**src/rtl/mrdo_pkg.sv**
```systemverilog
// mrdo_pkg: shared constants and types for the Mr. Do protection PAL sequencer.
//   TRAM_BASE / TRAM_MASK : TRAM write window decode
//   SECRE_ADDR            : protection read address
//   pal_state_t           : sequencer FSM states
package mrdo_pkg;

    localparam logic [15:0] TRAM_BASE  = 16'h8800;
    localparam logic [15:0] TRAM_MASK  = 16'hF800;
    localparam logic [15:0] SECRE_ADDR = 16'h9803;

    typedef enum logic [2:0] {
        ST_IDLE     = 3'd0,
        ST_WR_ACT   = 3'd1,
        ST_LOAD     = 3'd2,
        ST_SETTLE   = 3'd3,
        ST_RD_SERVE = 3'd4
    } pal_state_t;

endpackage

```
**src/rtl/secret_bus_decode.sv**
```systemverilog
// secret_bus_decode: Z80 bus qualifiers for the protection PAL sequencer.
// Inputs : clk, rst_n, cpu_ce, cpu_addr, cpu_mreq_n, cpu_wr_n, cpu_rd_n
// Outputs: wq_hit  - qualified TRAM write sampled this clock (cpu_ce=1)
//          rq_hit  - qualified SECRE read sampled this clock (cpu_ce=1)
//          rq_lvl  - read qualifier level; live on ce cycles, last sample otherwise
//          wq_fall - trailing edge of a qualified write (ce cycle, wq 1->0)
module secret_bus_decode #(
    parameter logic [15:0] TRAM_BASE  = 16'h8800,
    parameter logic [15:0] TRAM_MASK  = 16'hF800,
    parameter logic [15:0] SECRE_ADDR = 16'h9803
) (
    input  logic        clk,
    input  logic        rst_n,
    input  logic        cpu_ce,
    input  logic [15:0] cpu_addr,
    input  logic        cpu_mreq_n,
    input  logic        cpu_wr_n,
    input  logic        cpu_rd_n,
    output logic        wq_hit,
    output logic        rq_hit,
    output logic        rq_lvl,
    output logic        wq_fall
);

    logic wq_c;
    logic rq_c;
    logic wq_r;
    logic rq_r;

    assign wq_c = ~cpu_mreq_n & ~cpu_wr_n & ((cpu_addr & TRAM_MASK) == TRAM_BASE);
    assign rq_c = ~cpu_mreq_n & ~cpu_rd_n & (cpu_addr == SECRE_ADDR);

    // Last ce-sampled qualifier values; the bus is only meaningful on ce cycles.
    always_ff @(posedge clk or negedge rst_n) begin
        if (!rst_n) begin
            wq_r <= 1'b0;
            rq_r <= 1'b0;
        end else if (cpu_ce) begin
            wq_r <= wq_c;
            rq_r <= rq_c;
        end
    end

    assign wq_hit  = cpu_ce & wq_c;
    assign rq_hit  = cpu_ce & rq_c;
    assign rq_lvl  = cpu_ce ? rq_c : rq_r;
    assign wq_fall = cpu_ce & wq_r & ~wq_c;

endmodule

```
**src/rtl/secret_pal_ctl.sv**
```systemverilog
// secret_pal_ctl: CPU-side sequencer for the U001 protection PAL.
// Turns each qualified TRAM write into a one-clock PAL load strobe at the
// trailing edge of the write, serves SECRE reads from the PAL output, and
// holds the CPU in WAIT while the PAL register settles after a load.
// Ports:
//   clk, rst_n                 clock, async active-low reset
//   cpu_ce                     CPU clock enable
//   cpu_addr/dout/mreq_n/wr_n/rd_n  Z80 bus
//   cpu_wait_n                 Z80 WAIT (active-low)
//   sec_oe, sec_dout           SECRE read gating / read data (FF when idle)
//   pal_din, pal_ld, pal_q     PAL data, load strobe, registered output
//   load_cnt                   loads issued (wraps)
module secret_pal_ctl #(
    parameter logic [15:0] TRAM_BASE  = mrdo_pkg::TRAM_BASE,
    parameter logic [15:0] TRAM_MASK  = mrdo_pkg::TRAM_MASK,
    parameter logic [15:0] SECRE_ADDR = mrdo_pkg::SECRE_ADDR,
    parameter int          SETTLE_CYC = 2
) (
    input  logic        clk,
    input  logic        rst_n,
    input  logic        cpu_ce,
    input  logic [15:0] cpu_addr,
    input  logic [7:0]  cpu_dout,
    input  logic        cpu_mreq_n,
    input  logic        cpu_wr_n,
    input  logic        cpu_rd_n,
    output logic        cpu_wait_n,
    output logic        sec_oe,
    output logic [7:0]  sec_dout,
    output logic [7:0]  pal_din,
    output logic        pal_ld,
    input  logic [7:0]  pal_q,
    output logic [7:0]  load_cnt
);

    import mrdo_pkg::*;

    pal_state_t state;
    pal_state_t state_n;
    logic [7:0] hold;
    logic [2:0] settle_cnt;
    logic       capture;
    logic       wq_hit;
    logic       rq_hit;
    logic       rq_lvl;
    logic       wq_fall;

    secret_bus_decode #(
        .TRAM_BASE  (TRAM_BASE),
        .TRAM_MASK  (TRAM_MASK),
        .SECRE_ADDR (SECRE_ADDR)
    ) u_decode (
        .clk        (clk),
        .rst_n      (rst_n),
        .cpu_ce     (cpu_ce),
        .cpu_addr   (cpu_addr),
        .cpu_mreq_n (cpu_mreq_n),
        .cpu_wr_n   (cpu_wr_n),
        .cpu_rd_n   (cpu_rd_n),
        .wq_hit     (wq_hit),
        .rq_hit     (rq_hit),
        .rq_lvl     (rq_lvl),
        .wq_fall    (wq_fall)
    );

    always_ff @(posedge clk or negedge rst_n) begin
        if (!rst_n) state <= ST_IDLE;
        else        state <= state_n;
    end

    always_comb begin
        state_n = state;
        case (state)
            ST_IDLE: begin
                if (wq_hit)      state_n = ST_WR_ACT;
                else if (rq_hit) state_n = ST_RD_SERVE;
            end
            ST_WR_ACT: begin
                if (wq_fall) state_n = ST_LOAD;
            end
            ST_LOAD: state_n = ST_SETTLE;
            ST_SETTLE: begin
                // A new write restarts the sequence; the settle remainder is dropped.
                if (wq_hit)                 state_n = ST_WR_ACT;
                else if (settle_cnt <= 3'd1) state_n = rq_lvl ? ST_RD_SERVE : ST_IDLE;
            end
            ST_RD_SERVE: begin
                // A write here cannot happen on a real Z80; end the read and let IDLE take it.
                if (cpu_ce && (!rq_hit || wq_hit)) state_n = ST_IDLE;
            end
            default: state_n = ST_IDLE;
        endcase
    end

    // Every ce cycle of an active write refreshes the hold register (last value wins).
    assign capture = wq_hit && (state_n == ST_WR_ACT);

    always_ff @(posedge clk or negedge rst_n) begin
        if (!rst_n) begin
            hold       <= 8'h00;
            pal_din    <= 8'h00;
            load_cnt   <= 8'h00;
            settle_cnt <= 3'd0;
        end else begin
            if (capture) hold <= cpu_dout;
            if (state == ST_WR_ACT && state_n == ST_LOAD) pal_din <= hold;
            if (state == ST_LOAD) load_cnt <= load_cnt + 8'd1;
            if (state == ST_LOAD)
                settle_cnt <= 3'(SETTLE_CYC);
            else if (state == ST_SETTLE)
                settle_cnt <= (state_n == ST_SETTLE) ? settle_cnt - 3'd1 : 3'd0;
        end
    end

    assign pal_ld     = (state == ST_LOAD);
    assign sec_oe     = (state == ST_RD_SERVE);
    assign sec_dout   = sec_oe ? pal_q : 8'hFF;
    assign cpu_wait_n = ~(rq_lvl & ((state == ST_LOAD) | (state == ST_SETTLE)));

endmodule
```
**config.mk**
```make
export PLATFORM = sky130hd
export DESIGN_NAME = secret_pal_ctl
export DESIGN_NICKNAME = d
export VERILOG_FILES = /design/src/rtl/mrdo_pkg.sv /design/src/rtl/secret_bus_decode.sv /design/src/rtl/secret_pal_ctl.sv
export SDC_FILE = /design/constraint.sdc
export NUM_CORES = 1
export LEC_CHECK = 0
export CAP_MARGIN = 20
export CORE_ASPECT_RATIO = 1.25
export CORE_MARGIN = 5
export CORE_UTILIZATION = 40
export CTS_BUF_LIST = sky130_fd_sc_hd__clkbuf_8
export DETAILED_ROUTE_END_ITERATION = 10
export HOLD_SLACK_MARGIN = 0.02
export PLACE_DENSITY = 0.78
export REMOVE_ABC_BUFFERS = 1
export SLEW_MARGIN = 5
export SYNTH_ARGS = -nofsm -noshare
export SYNTH_HDL_FRONTEND = slang
export SYNTH_SLANG_ARGS = --single-unit
export TNS_END_PERCENT = 30
```
**constraint.sdc**
```tcl
create_clock -name clk -period 1.7 [get_ports clk]
set_input_delay 0.34 -clock clk [delete_from_list [all_inputs] [get_ports clk]]
set_output_delay 0.34 -clock clk [all_outputs]
set_load 0.1 [all_outputs]
```
## Word-level counts from Yosys, hierarchy flattened

Index checks and enable logic that the tools add are counted.

| storage, ports and cells | value |
|---|---|
| register bits | 32 |
| bits of input ports | 38 |
| output and inout port bits | 27 |
| word-level logic and storage cells | 54 |

| operators by class | value |
|---|---|
| add/subtract/negate cells | 2 |
| $lt $le $gt $ge | 1 |
| eq/ne operators | 9 |
| multiplexer cells | 13 |
| bitwise gates (word level) | 15 |
| reductions and logical operators | 7 |

Operators with widths:

| cell | count |
|---|---|
| $mux W3 | 10 |
| $eq A16 B16 Y1 const B | 1 |
| $pmux W3 S5 | 1 |
| $eq A3 B2 Y1 const B | 4 |
| $and A1 B1 Y1 | 9 |
| $add A8 B1 Y8 const B | 1 |
| $mux W8 | 1 |
| $eq A3 B1 Y1 const B | 2 |
| $eq A5 B5 Y1 const B | 1 |
| $not A1 Y1 | 5 |
| $eq A3 B3 Y1 const B | 1 |
| $le A3 B1 Y1 const B | 1 |
| $logic_and A1 B1 Y1 | 3 |
| $logic_not A3 Y1 | 1 |
| $sub A3 B1 Y3 const B | 1 |
| $reduce_bool A2 Y1 | 1 |
| $logic_not A1 Y1 | 1 |
| $logic_or A1 B1 Y1 | 1 |
| $mux W1 | 1 |
| $or A1 B1 Y1 | 1 |

## Logic depth before layout (Yosys ltp)

Gate-level depths: netlist of the first run.

| depth | value |
|---|---|
| depth in word-level cells | 13 |
| mapped depth | 6 |
| mapped depth without buffers | 6 |

## Hierarchy

A second synthesis of the first run with hierarchy kept.

| unflattened totals | value |
|---|---|
| cells, all modules | 136 |
| area, all modules | 1622.8 um2 |

Modules (own cells, without submodules):

| module | instances | cells an instance | area each (um2) | seq. area each (um2) |
|---|---|---|---|---|
| secret_pal_ctl | 1 | 118 | 1453.9 | 750.7 |
| secret_bus_decode | 1 | 18 | 168.9 | 50.0 |

## Least setup slack after synthesis of the first run

Ideal clock, no wire load.

| timing | value |
|---|---|
| kind | reg2out |
| start | register state[0] |
| end | output port sec_dout[0] |
| arrival time | 3055 ps |
| data required time | 1360 ps |
| path slack | -1695 ps |
| stages on the path, launching flop included | 4 |
| buffers on the path | 1 |
| cell sequence | dfrtp_1 buf_2 nor3b_2 nand2b_1 |

| between the ends | value |
|---|---|
| cells in the longest elaborated chain, start to end | 2 |

RTL lines:

| item | RTL line | RTL |
|---|---|---|
| start: declaration | secret_pal_ctl.sv:38 | `pal_state_t state;` |
| start signal: assignment | secret_pal_ctl.sv:68 | `else state <= state_n;` |
| $eq A3 B3 Y1 | secret_pal_ctl.sv:116 | `assign sec_oe = (state == ST_RD_SERVE);` |
| named net sec_oe | secret_pal_ctl.sv:28 | `output logic sec_oe,` |
| $mux W8 | secret_pal_ctl.sv:117 | `assign sec_dout = sec_oe ? pal_q : 8'hFF;` |
| end: declaration | secret_pal_ctl.sv:29 | `output logic [7:0] sec_dout,` |

The timed path passes the listed nets, and every way through them passes these cells.

## Final worst setup path of the first run

| timing | value |
|---|---|
| start | input port cpu_mreq_n |
| end | output port cpu_wait_n |

| between the ends | value |
|---|---|
| cells in the longest elaborated chain, start to end | 6 |

RTL lines:

| item | RTL line | RTL |
|---|---|---|
| start: declaration | secret_pal_ctl.sv:24 | `input logic cpu_mreq_n,` |
| $not A1 Y1 | secret_bus_decode.sv:31 | `assign rq_c = ~cpu_mreq_n & ~cpu_rd_n & (cpu_addr == SECRE_ADDR);` |
| $and A1 B1 Y1 (2 in a row) | secret_bus_decode.sv:31 |  |
| $mux W1 | secret_bus_decode.sv:46 | `assign rq_lvl = cpu_ce ? rq_c : rq_r;` |
| named net rq_lvl | secret_pal_ctl.sv:45 | `logic rq_lvl;` |
| $and A1 B1 Y1 | secret_pal_ctl.sv:118 | `assign cpu_wait_n = ~(rq_lvl & ((state == ST_LOAD) \| (state == ST_SETTLE)));` |
| $not A1 Y1 | secret_pal_ctl.sv:118 |  |
| end: declaration | secret_pal_ctl.sv:27 | `output logic cpu_wait_n,` |

The timed path passes the listed nets, and every way through them passes these cells.

==> results of run 1 <==
==> metrics by stage <==
stage / utilization, % / worst slack, ns / area, um^2
6_report: 76.4 / -0.114 / 2920
5_1_grt: 76.4 / -0.169 / 2920
4_1_cts: 75.4 / -0.102 / 2880
3_5_place_dp: 69.4 / -0.529 / 2650
3_3_place_gp: 69.4 / -0.489 / 2650
2_1_floorplan: - / -1.67 / 1570
==> cells by family (layout without fill, tap and decap cells) <==
| logic type | after synthesis | after routing |
|---|---|---|
| AND/OR/NAND/NOR | 43 | 43 |
| flip-flops | 32 | 32 |
| AO/OA/AOI/OAI | 18 | 18 |
| multiplexers | 17 | 17 |
| buffers and inverters | 11 | 100 |
| XOR/XNOR | 7 | 7 |
| adder cells (fa/ha/maj) | 3 | 3 |
==> placed cells by master (no fill, tap or decap), types with 3 or more instances in the layout <==
| cell | netlist | layout |
|---|---|---|
| dfrtp_1 | 32 | 30 |
| buf_12 | 0 | 27 |
| clkdlybuf4s50_1 | 0 | 20 |
| mux2_2 | 17 | 16 |
| buf_4 | 0 | 15 |
| inv_1 | 8 | 9 |
| buf_6 | 0 | 7 |
| dlygate4sd2_1 | 0 | 7 |
| clkdlybuf4s15_1 | 0 | 6 |
| nand2_1 | 6 | 5 |
| nand4_1 | 5 | 5 |
| nand2b_4 | 0 | 5 |
| xnor2_1 | 5 | 5 |
| clkbuf_8 | 0 | 5 |
| o21ai_0 | 4 | 4 |
| nand2b_1 | 9 | 4 |
| nor3b_2 | 2 | 3 |
| a21oi_1 | 3 | 3 |
| ha_1 | 3 | 3 |
==> worst min-delay path by stage <==
stage | startpoint | depth (start not counted) | end
global placement | hold[3]$_DFFE_PN0P_ | 1 | pal_din[3]$_DFFE_PN0P_
global route | rst_n | 2 | settle_cnt[2]$_DFFE_PN0N_
detailed placement | hold[1]$_DFFE_PN0P_ | 1 | hold[1]$_DFFE_PN0P_
floorplan | rst_n | 0 | hold[0]$_DFFE_PN0P_
CTS | rst_n | 2 | pal_din[3]$_DFFE_PN0P_
finish | rst_n | 2 | pal_din[0]$_DFFE_PN0P_
==> repair_timing <==
action / in CTS / in global routing
gates resized for setup: 55 / 5
endpoints found under the setup margin: 31 / 21
pin swaps: 10 / 4
setup buffers: 6 / 1
cloned: 1 / 0
==> report_power, final <==
part	leakage, nW	internal, mW	switching [mW]	total [mW]
sequential	0.424	0.860	0.121	0.981
clock	0.0593	0.428	0.265	0.694
combinational	0.854	0.407	0.486	0.894
==> sequential cells by signal, summed over array words and instances, names as in the netlist <==
name and flops:
hold 8, load_cnt 8, pal_din 8, settle_cnt 3, state 3, u_decode.rq_r 1, u_decode.wq_r 1
==> area by class of cell <==
class / instances / area (um^2)
clock buffer: 5 / 68.8
sequential: 32 / 803
inverter: 8 / 30.0
fill: 241 / 900
tap: 54 / 67.6
multi-input combinational: 88 / 845
clock inverter: 3 / 38.8
timing repair buffer: 84 / 1060
==> routing by layer <==
layer	share of wire [%]	routed length, um	GRT usage, %
met1	38	1630	18.9
met2	52	2260	29.7
met3	8.3	359	5.17
met4	1.7	73	4.88
met5	0	0	0
==> run metrics, run 1 <==
FF-to-FF Start=state[1]$_DFF_PN0_; Tightest Hold Check Type=in2async; detail-routed net length per standard cell=between 15 and 20 um; Synth area leader=dfrtp_1; # rows=25; core area=between 0.003 and 0.004 mm^2; drt via density=4.92; final slew viol count=0; Fin. Hold Viols=0; GRT Total Usage=16.7%; Post-Synth Adder-Cell Area=2.36%; FF-to-FF End=pal_din[1]$_DFFE_PN0P_; EDFF count, synth=0; CTS sink count=32; Final period util=107%; Area growth, synth to finish=83.5%; CP endpoint kind=output pin; RSZ-0062 raised after global routing=yes; Mapped Area=0.00159 mm^2; Worst Setup Path Type=in2out; Setup crit start=cpu_mreq_n; htree depth=2; Antenna Cells=0; Synth Area in XOR/XNOR=3.86%; Async S/R FF share, synth=100%; top cell type's share of synthesized area=50.4%; worst-margin pin slew=0.395 ns; Primary FF master, synth=dfrtp_1; largest net degree at the start of global routing=33; Remaining DRCs=0; Setup violations, final=10; Final nets=260; Avg Cell Area, Syn=12.1 um^2; GR Overflow Total=0; initial core utilization=41.6%; pwr dens=881 mW/mm^2; post-synthesis mux area share=~12%; maxcap violations=0; worst path cell trace=clkdlybuf4s50_1 > nand4bb_4 > o22ai_2 > nand2_2 > buf_12; Simple-Gate Fraction of Synth Area=roughly a fifth; CP startpoint kind=primary input; CTS buffer count=5; peak supply drop=0.962 mV; status=complete, but fails checks; max incr delay on CP=around 0.46 ns; critical path data arrival time=between 1 and 1.5 ns; failing checks=negative setup slack; crit path buf inv count=2; delay-heaviest family, CP=buffers and inverters; Synth Warn #=0; final cell count without fillers=274; Pwr Total=roughly 2.6 mW; initial antenna violation count=0; CP endpoint=cpu_wait_n; I/O pin cnt=65; post-route ant nets=0; setup ws final=-0.114 ns; most numerous cell in the Yosys netlist=dfrtp_1; Compound-Gate Fraction of Synth Area=8.98%; Total Wirelength=roughly 4300 um; clock root cell=clkbuf_8; initial drt markers=26; Placer Congestion=between 0.7 and 0.8; vias in the first global route=between 1000 and 1500; post-synthesis sequential area ratio=roughly half; Mapped Cells=about 130; cell count of the worst reg-to-reg path=4; clk buf depth=2; die area=about 0.0053 mm^2; Die Y=80.5 um; leading cell types by count after synthesis=dfrtp_1 (32), mux2_2 (17), nand2b_1 (9), inv_1 (8), nand2_1 (6); synth top area cells=dfrtp_1 (50%), mux2_2 (12%), nand2b_1 (3.5%); hold buffer count at CTS=0; Worst-path clk slew=~0.07 ns; Clk Latency, worst-skew pair=approximately 0.28 ns; Cell variety after synth=37; layout cells sized above 1=between 40% and 50%; CP max-delay cell=clkdlybuf4s50_1; Hold Slack=0.458 ns; instance count on the critical path=5; crit path max fanout=3; WP data required=about 1.4 ns; Die W=about 66 um; main combinational cell family by area after synthesis=simple AND/OR/NAND/NOR gates; Max Freq=~550 MHz; I/O Buffers=64; first-pass GRT wire length=6770 um; CTS tree=yes; post-route setup TNS=-0.996 ns; Slew HR=between 70 and 80%; DP HPWL=3180 um; # placed instances=259; vias=1349; Lkg Pwr=1.34 nW; Max Clock Skew=0.00731 ns; Pre-antenna DRT Iters=4; R2R Setup Slk=~0.07 ns; Yosys reg bits=32; crit path time final=1.81 ns
Note: power is estimated with default switching activity, not from simulation.
==> run 2: changes to the inputs <==
CORE_MARGIN = 4   (was 5)
==> run metrics, run 2 (same netlist as run 1, synthesis figures left out) <==
status=complete, but fails checks; failing checks=negative setup slack; drt via density=5.09; # rows=25; Total Wirelength=about 4600 um; Max Clock Skew=0.00752 ns; Area growth, synth to finish=85.8%; Clk Latency, worst-skew pair=0.28 ns; Slew HR=74.2%; first-pass GRT wire length=7130 um; Placer Congestion=0.770; FF-to-FF Start=state[1]$_DFF_PN0_; largest net degree at the start of global routing=33; RSZ-0062 raised after global routing=yes; die area=0.00505 mm^2; Tightest Hold Check Type=in2async; Max Freq=between 500 and 600 MHz; CTS buffer count=5; post-route setup TNS=-0.800 ns; initial drt markers=20; hold buffer count at CTS=0; Lkg Pwr=1.38 nW; crit path time final=1.80 ns; Fin. Hold Viols=0; final slew viol count=0; Die W=~64 um; top flop regs=hold: 8 flops, load_cnt: 8 flops, pal_din: 8 flops; pwr dens=838 mW/mm^2; htree depth=2; cell count of the worst reg-to-reg path=5; I/O pin cnt=65; core area=0.00382 mm^2; CP startpoint kind=register; Worst Setup Path Type=reg2out; Final nets=about 270; met3 usage=6.29%; Final period util=106%; post-route ant nets=0; critical path data arrival time=approximately 1.5 ns; GRT Total Usage=roughly 18%; most common cell after layout, fill and taps aside=dfrtp_1; CP endpoint kind=output pin; Pre-antenna DRT Iters=4; setup ws final=-0.0989 ns; Sw Share=35.3%; NetSw=slightly below 0.9 mW; crit path max fanout=7; Setup crit start=state[1]$_DFF_PN0_; final cell count without fillers=around 280; # placed instances=258; part of the power in registers=roughly two fifths; WP data required=1.36 ns; Pint=~1.6 mW; Remaining DRCs=0; GR Util met1=18.8%; CTS sink count=32; I/O Buffers=between 60 and 70; detail-routed net length per standard cell=16.3 um; clock group share of total power=23.3%; M2 GR Usage=33.8%; DP Worst Slack=-0.559 ns; Post-Route Utilization=roughly 77%; DP HPWL=3000 um; Comb pwr share=between 30 and 40%; maxcap violations=0; initial antenna violation count=0; gr busiest metal=met2; worst-margin pin slew=0.386 ns; clock root cell=clkbuf_8; vias=~1400; commonest cells after routing, fill and taps aside=dfrtp_1 (31), buf_12 (27), buf_4 (19), clkdlybuf4s50_1 (17), mux2_2 (16); layout cells sized above 1=49.8%; GR Overflow Total=0; clk buf depth=2; FILL cells=247; vias in the first global route=1522; peak supply drop=0.767 mV; CTS tree=yes; Worst-path clk slew=0.07 ns; Setup violations, final=12; Antenna Cells=0; initial core utilization=roughly two fifths; Die Y=between 70 and 80 um
==> run 2: changes by cell type in the layout (fill, tap and decap cells not counted), sizes merged, moves of 2 or more <==
cell,change
buf,+5
clkbuf,+8
clkdlybuf4s15,-3
clkdlybuf4s50,-3
dlygate4sd2,-3
dlymetal6s2s,+2
==> run 2: power by group through the flow <==
stage	registers (mW)	clock network (mW)	logic, mW
after floorplan	1.18	0	0.293
after global placement	0.960	0	0.853
after detailed placement	0.969	0	0.879
after CTS	0.958	0.598	0.922
after global routing	0.976	0.625	0.996
final	0.958	0.577	0.939
==> run 2: worst max-delay path, stage by stage, from the launching register on <==
cell and delay (ns):
dfrtp_1 0.38, buf_6 0.14, nor3b_4 0.23, buf_6 0.19, nand2b_4 0.08, buf_12 0.16
==> run 2: per-stage QoR <==
step                hold WS, ns  instance area, um^2  total power, mW
finish                    0.445                 2950             2.47
global route              0.480                 2950             2.60
CTS                       0.449                 2920             2.48
detailed placement        0.491                 2640             1.85
global placement          0.483                 2640             1.81
floorplan                0.0444                 1570             1.48
==> run 2: per-layer routing <==
layer	vias to the layer above	part of all wire, %
li1	660	-
met1	681	36
met2	68	52
met3	11	8.5
met4	0	2.7
met5	-	0
==> run 2: path summary, 6_finish.rpt <==
check | to | slack (ns)
min reg2reg | pal_din[0]$_DFFE_PN0P_ | 0.50
max reg2reg | pal_din[3]$_DFFE_PN0P_ | 0.05
max | sec_dout[4] | -0.1
max in group asynchronous | state[2]$_DFF_PN0_ | 0.96
min in group clk | pal_din[0]$_DFFE_PN0P_ | 0.50
min | pal_din[4]$_DFFE_PN0P_ | 0.44
==> run 2: layout make-up <==
cell class | instances | area, um^2 | area share [%]
Tap cell | 54 | 67.6 | 2.29
Multi-Input combinational cell | 88 | 891 | 30.2
Inverter | 8 | 30.0 | 1.02
Clock inverter | 2 | 7.51 | 0.254
Sequential cell | 32 | 802 | 27.2
Clock buffer | 6 | 82.6 | 2.80
Timing Repair Buffer | 89 | 1070 | 36.3
==> run 2: what timing repair did <==
action | CTS | global route
gates resized for setup | 59 | 20
endpoints found under the setup margin | 32 | 29
pin swaps | 10 | 9
buffers inserted | 11 | 1
cloned | 1 | 0
